===== config.mk =====
export PLATFORM = sky130hd
export DESIGN_NAME = rca16_stream_accumulator
export DESIGN_NICKNAME = d
export VERILOG_FILES = /design/src/rtl/rca16_stream_accumulator.sv
export SDC_FILE = /design/constraint.sdc
export NUM_CORES = 1
export LEC_CHECK = 0
export BUFFER_PORTS_ARGS = -buffer_cell sky130_fd_sc_hd__clkbuf_2
export CAP_MARGIN = 40
export CORE_ASPECT_RATIO = 0.9
export CORE_MARGIN = 5
export CORE_UTILIZATION = 48
export DETAILED_ROUTE_END_ITERATION = 8
export PLACE_DENSITY = 0.9
export SYNTH_ARGS = -nofsm -noshare
export SYNTH_HDL_FRONTEND = slang
export SYNTH_SLANG_ARGS = --single-unit

===== constraint.sdc =====
create_clock -name clk -period 2.6 [get_ports clk]
set_input_delay 0.52 -clock clk [delete_from_list [all_inputs] [get_ports clk]]
set_output_delay 0.52 -clock clk [all_outputs]
set_load 0.02 [all_outputs]

===== src/rtl/rca16_stream_accumulator.sv =====
// Stream accumulator built around an external 16-bit ripple-carry adder.
// Accepts LEN operands over a valid/ready handshake, feeds each one to the
// adder together with the running sum, and counts every carry-out so that
// {carry_cnt, acc} is the exact total of all operands.
module rca16_stream_accumulator #(
   parameter int WIDTH = 16,
   parameter int CNT_W = 8
) (
   input  logic                   clk,
   input  logic                   rst,
   input  logic                   start,
   input  logic [CNT_W-1:0]       len,
   input  logic                   in_valid,
   output logic                   in_ready,
   input  logic [WIDTH-1:0]       in_data,
   output logic [WIDTH-1:0]       add_a,
   output logic [WIDTH-1:0]       add_b,
   output logic                   add_cin,
   input  logic [WIDTH-1:0]       add_sum,
   input  logic                   add_cout,
   output logic                   busy,
   output logic                   out_valid,
   input  logic                   out_ready,
   output logic [WIDTH+CNT_W-1:0] out_sum
);

   typedef enum logic [1:0] {
      IDLE  = 2'd0,
      ACCUM = 2'd1,
      DONE  = 2'd2
   } state_t;

   state_t           state;
   state_t           next_state;
   logic [WIDTH-1:0] acc;
   logic [CNT_W-1:0] carry_cnt;
   logic [CNT_W-1:0] remaining;
   logic             beat;

   // The adder is combinational: it sees the running sum and the offered
   // operand directly, and its result is registered on the accepting edge.
   assign add_a   = acc;
   assign add_b   = in_data;
   assign add_cin = 1'b0;
   assign out_sum = {carry_cnt, acc};
   assign beat    = in_valid & in_ready;

   // State register.
   always_ff @(posedge clk or posedge rst) begin
      if (rst) begin
         state <= IDLE;
      end else begin
         state <= next_state;
      end
   end

   // Next-state decode: a zero-length request goes straight to DONE, the
   // last beat (remaining==1) closes ACCUM, and DONE waits for the consumer.
   always_comb begin
      next_state = state;
      case (state)
         IDLE: begin
            if (start) begin
               next_state = (len != '0) ? ACCUM : DONE;
            end
         end
         ACCUM: begin
            if (beat && (remaining == CNT_W'(1))) begin
               next_state = DONE;
            end
         end
         DONE: begin
            if (out_ready) begin
               next_state = IDLE;
            end
         end
         default: next_state = IDLE;
      endcase
   end

   // Handshake and status outputs are pure functions of the state.
   always_comb begin
      in_ready  = 1'b0;
      out_valid = 1'b0;
      busy      = 1'b0;
      case (state)
         ACCUM: begin
            in_ready = 1'b1;
            busy     = 1'b1;
         end
         DONE: begin
            out_valid = 1'b1;
            busy      = 1'b1;
         end
         default: begin
            in_ready  = 1'b0;
            out_valid = 1'b0;
            busy      = 1'b0;
         end
      endcase
   end

   // Datapath: clear on an accepted start, absorb adder result and carry on
   // every beat. carry_cnt cannot overflow since at most LEN-1 carries occur.
   always_ff @(posedge clk or posedge rst) begin
      if (rst) begin
         acc       <= '0;
         carry_cnt <= '0;
         remaining <= '0;
      end else begin
         if ((state == IDLE) && start) begin
            acc       <= '0;
            carry_cnt <= '0;
            remaining <= len;
         end else if ((state == ACCUM) && beat) begin
            acc       <= add_sum;
            carry_cnt <= carry_cnt + CNT_W'(add_cout);
            remaining <= remaining - CNT_W'(1);
         end
      end
   end

endmodule


# Yosys cells after proc, flatten, opt, wreduce, memory -nomap -nowiden
# Index checks and enable logic that the tools add are counted.
classes:
  addsub: 2
  eq_ne: 6
  mux: 14
  n_bitwise: 1
  reduce_logical: 8
op_table:
  columns: ["cell", "n"]
  rows:
  - ["two-way mux 16 bit", 2]
  - ["two-way mux 8 bit", 4]
  - ["adder 8 x 1 -> 8 bit", 1]
  - ["== test 8 x 1 -> 1 bit, second input constant", 1]
  - ["two-way mux 2 bit", 4]
  - ["nonzero test 8 bit", 1]
  - ["subtractor 8 x 1 -> 8 bit, second input constant", 1]
  - ["inequality test 2 bit, second input constant", 3]
  - ["case mux 2 bit (3 select lines)", 1]
  - ["logical AND 1 bit", 3]
  - ["two-way mux 1 bit", 3]
  - ["AND reduction 3 bit", 1]
  - ["== test 2 x 1 -> 1 bit, second input constant", 1]
  - ["== test 2 bit, second input constant", 1]
  - ["zero test 2 bit", 1]
  - ["nonzero test 2 bit", 1]
  - ["OR reduction 2 bit", 1]
  - ["bitwise AND 1 bit", 1]
word_totals:
  ff_bits: 34
  input_bits: 46
  output_inout_bits: 60

# Longest topological paths before layout
depth:
  word_depth: 6
  mapped_depth: 8
  ltp_nobuf: 6

# Least setup slack after synthesis
# OpenSTA, ideal clock, no wires.
synth_timing:
  path_type: "reg2reg"
  from: "register state[1]"
  to: "register state[0]"
  setup_time_ps: 79
  t_arrival_ps: 1521
  required_ps: 2521
  slack_ps: 999
  path_stages_with_launch: 7
  n_path_buf: 0
  period_less_slack_ps: 1601
  cell_sequence: "dfrtp_1 -> inv_1 -> ha_1 -> and4bb_1 -> nand4_1 -> a21oi_2 -> mux2i_1"
synth_between:
  elab_chain_len: 6
  word_cells_on_any_way: 11
  classes_between: "5 x eq/ne; 2 x mux; 1 x bitwise; 3 x reduce/logical"
synth_rtl:
  columns: ["item", "line_no", "text"]
  rows:
  - ["start: declaration", "33", "state_t state;"]
  - ["start signal: assignment", "53", "state <= next_state;"]
  - ["== test 2 x 1 -> 1 bit", "86", "case (state)"]
  - ["two-way mux 1 bit", "86", null]
  - ["net in_ready", "14", "output logic in_ready,"]
  - ["bitwise AND 1 bit", "46", "assign beat = in_valid & in_ready;"]
  - ["logical AND 1 bit", "68", "if (beat && (remaining == CNT_W'(1))) begin"]
  - ["inequality test 2 bit (no source line)", null, null]
  - ["AND reduction 3 bit (no source line)", null, null]
# The timed path passes the listed nets, and every way through them passes these cells.
# A chain may end at the register's enable or synchronous reset.

# Worst setup path in the final report
layout_timing:
  from: "register state[0]"
  to: "register acc[4], in the netlist add_a[4]"
layout_between:
  elab_chain_len: 5
  word_cells_on_any_way: 8
  classes_between: "1 x eq/ne; 2 x mux; 1 x bitwise; 4 x reduce/logical"
layout_rtl:
  columns: ["item", "line_no", "text"]
  rows:
  - ["== test 2 x 1 -> 1 bit", "86, 115", null]
  - ["two-way mux 1 bit", "86", null]
  - ["bitwise AND 1 bit", "46", null]
  - ["logical AND 1 bit", "115", "end else if ((state == ACCUM) && beat) begin"]
  - ["nonzero test 2 bit (no source line)", null, null]
  - ["end signal: assignment", "116", "acc <= add_sum;"]
  - ["end: declaration", "35", "logic [WIDTH-1:0] acc;"]
# Several ways; a longest one is shown, not always the timed one.

==> metrics.txt <==
CP Launch Type flop; gr usage total 16.61%; CTS H-tree depth 2; row count 21; fmax 560.8 MHz; worst slack, placed about 0.83 ns; ant diodes 0; Setup TNS 0 ns; Initial Util between 50% and 60%; # fillers 366; number of global-route vias before repair 1529; clk slew on worst S/H paths 0.07 ns; Die Height 69.80 um; Max-slew headroom 52.67%; CTS Sinks 34; sequential share of power 34.5%; Worst-Skew Late Latency roughly 0.28 ns; Seq cells post-synth 34; Clk pwr share 18.1%; Total Nets Final a little over 300; FF-to-FF setup slack 0.82 ns; Avg Cell Area, Syn between 8 and 9 um2; Final Max Slew Viols 0; Post-CTS Hold Buffers 0; Core Area 0.003784 mm2; YS warnings 0; Top FF cell, synth dfrtp_1; antenna violations before repair 0; post-CTS sizing 0; Die Wd 76.44 um; Placer Congestion 0.7465; Synthesized Nets around 270; post-synthesis cell area 0.001907 mm2; DR pass1 iterations 4; Port Buf Inserts 72; share of cells above drive strength 1 34.38%; grt met2 use 28.14%; Critical Path End Type flop; average wire per standard cell between 10 and 15 um; EDFF count, synth 0; post-DR vias/cell 4.993; synth top area cells dfrtp_1 (45%), buf_4 (13%), nand2_1 (10%), a21oi_1 (5.0%), ha_1 (4.6%); most frequent cells in the layout clkbuf_2 (72), nand2_1 (52), dfrtp_1 (34); final setup margin 0.8167 ns; Post-Route Skew 0.003152 ns; IO Count 106; GR met3 Demand/Resource 6.364%; synthesis-to-finish area growth 13.91%; Clk Tree Root Cell clkbuf_8; Non-Filler Instances between 300 and 400; post-route clock period utilization 68.59%; Routed Antenna Nets 0; most common cell after layout, fill and taps aside clkbuf_2; Final Setup Violations 0; RSZ-0062 raised after global routing no; arrival time at the worst endpoint 1.95 ns; status finished clean; HPWL after DPL 3166 um; multi-input logic area 730.7 um2; residual overflow from global routing 0; CP startpoint state[0]$_DFFE_PP0P_; met1 track demand over resource 19.35%; Combinational Power Share 47.5%; count of final hold-check violations 0; worst r2r src state[0]$_DFFE_PP0P_; power per cell area ~1200 mW/mm2; largest net degree at the start of global routing 35; R2R Path End add_a[4]$_DFFE_PP0P_; Placed Cells slightly below 300; vias post-DR 1508; Mapped Cells 214; data required time of the worst path approximately 2.8 ns; drc violations 0; cell taking the most area after synthesis dfrtp_1; FF/Latch Area 850.8 um2; Post-synth ARST share 100.0%; routed wire length between 4000 and 5000 um; Leak 1.144 nW; Synth top area share around 45%; CP Max Fanout 22; reg2reg path depth 5; crit path to add_a[4]$_DFFE_PP0P_; DR iter-0 viols 109; net switching power figure 1.199 mW; DIE AREA about 0.0053 mm2; clock tree buffer depth 2; Min-Delay Path Class in -> async; peak supply drop 0.0007376 V; Int Power 1.455 mW; first-pass GRT wire length roughly 7200 um; Post-CTS Setup Bufs 0; fin crit period 1.783 ns; clock buffer count from CTS 5; CP Class reg -> reg; Most Crowded Layer GR met2; sw frac 45.18%; Synth cell types 28; max cap viols 0; Slew @ Worst Pin 0.7099 ns; CTS tree yes; sequential share of the synthesized area 44.62%
## sequential cells by signal (all words and copies together) (netlist names)
| register | count |
|---|---|
| add_a | 16 |
| carry_cnt | 8 |
| remaining | 8 |
| state | 2 |
## how the worst min path moves through the flow
stage,from,end,depth (start not counted),slack (ns)
after floorplan,state[1]$_DFFE_PP0P_,state[1]$_DFFE_PP0P_,1,0.50
after global placement,state[1]$_DFFE_PP0P_,state[1]$_DFFE_PP0P_,1,0.51
after detailed placement,state[1]$_DFFE_PP0P_,state[1]$_DFFE_PP0P_,1,0.53
after CTS,rst,add_a[7]$_DFFE_PP0P_,3,0.31
after global routing,rst,add_a[13]$_DFFE_PP0P_,3,0.34
final,rst,remaining[0]$_DFFE_PP0P_,3,0.31
## cells by family after synthesis
family	after synthesis	synth area share, %
AND/OR/NAND/NOR	78	18.44
AO/OA/AOI/OAI	30	8.596
other	1	0.1967
XOR/XNOR	13	5.971
multiplexers	1	0.5250
buffers and inverters	50	17.06
flip-flops	34	44.62
adder cells (fa/ha/maj)	7	4.593
## Yosys cell counts (3+ instances only)
master	n
nand2_1	52
o21ai_0	6
dfrtp_1	34
nand4_1	5
ha_1	7
xnor2_1	3
clkbuf_1	6
xor2_1	10
nor2_1	10
a21oi_1	19
inv_1	7
buf_4	34
## per-layer routing
metal / part of all wire, % / up-vias / wire length [um]
met5: 0 / - / 0
met4: 1.8 / 0 / 76
met3: 9.5 / 12 / 407
met2: 48 / 56 / 2078
met1: 40 / 703 / 1732
li1: - / 737 / -
## area by class of cell
class	count	share of cell area, %
clock inverter	3	1.843
tap	46	2.650
clock buffer	5	3.168
multi-input combinational	130	33.64
inverter	7	1.210
timing repair buffer	77	18.32
sequential	34	39.17
## power groups by stage
stage	Sequential [mW]	Combinational, mW	Clock [mW]
after floorplan	1.03	0.914	0
after global placement	0.899	1.24	0
after global routing	0.943	1.39	0.507
after CTS	0.916	1.28	0.492
final	0.915	1.26	0.479
after detailed placement	0.919	1.27	0
## stage by stage
stage	total power, mW	instance area (um2)	util, %	hold slack (ns)
after floorplan	1.949	1907	-	0.4970
after global placement	2.135	2063	54.53	0.5120
after CTS	2.687	2172	57.41	0.3138
after global routing	2.836	2172	57.41	0.3400
after detailed placement	2.191	2063	54.53	0.5330
final	2.654	2172	57.41	0.3075
## critical path, cell delays in order, from the launching register on
cell     delay [ns]
dfrtp_1        0.40
inv_1          0.11
ha_1           0.19
and2_1         0.60
buf_4          0.31
a21oi_1        0.06
(Power assumes the default switching activity.)
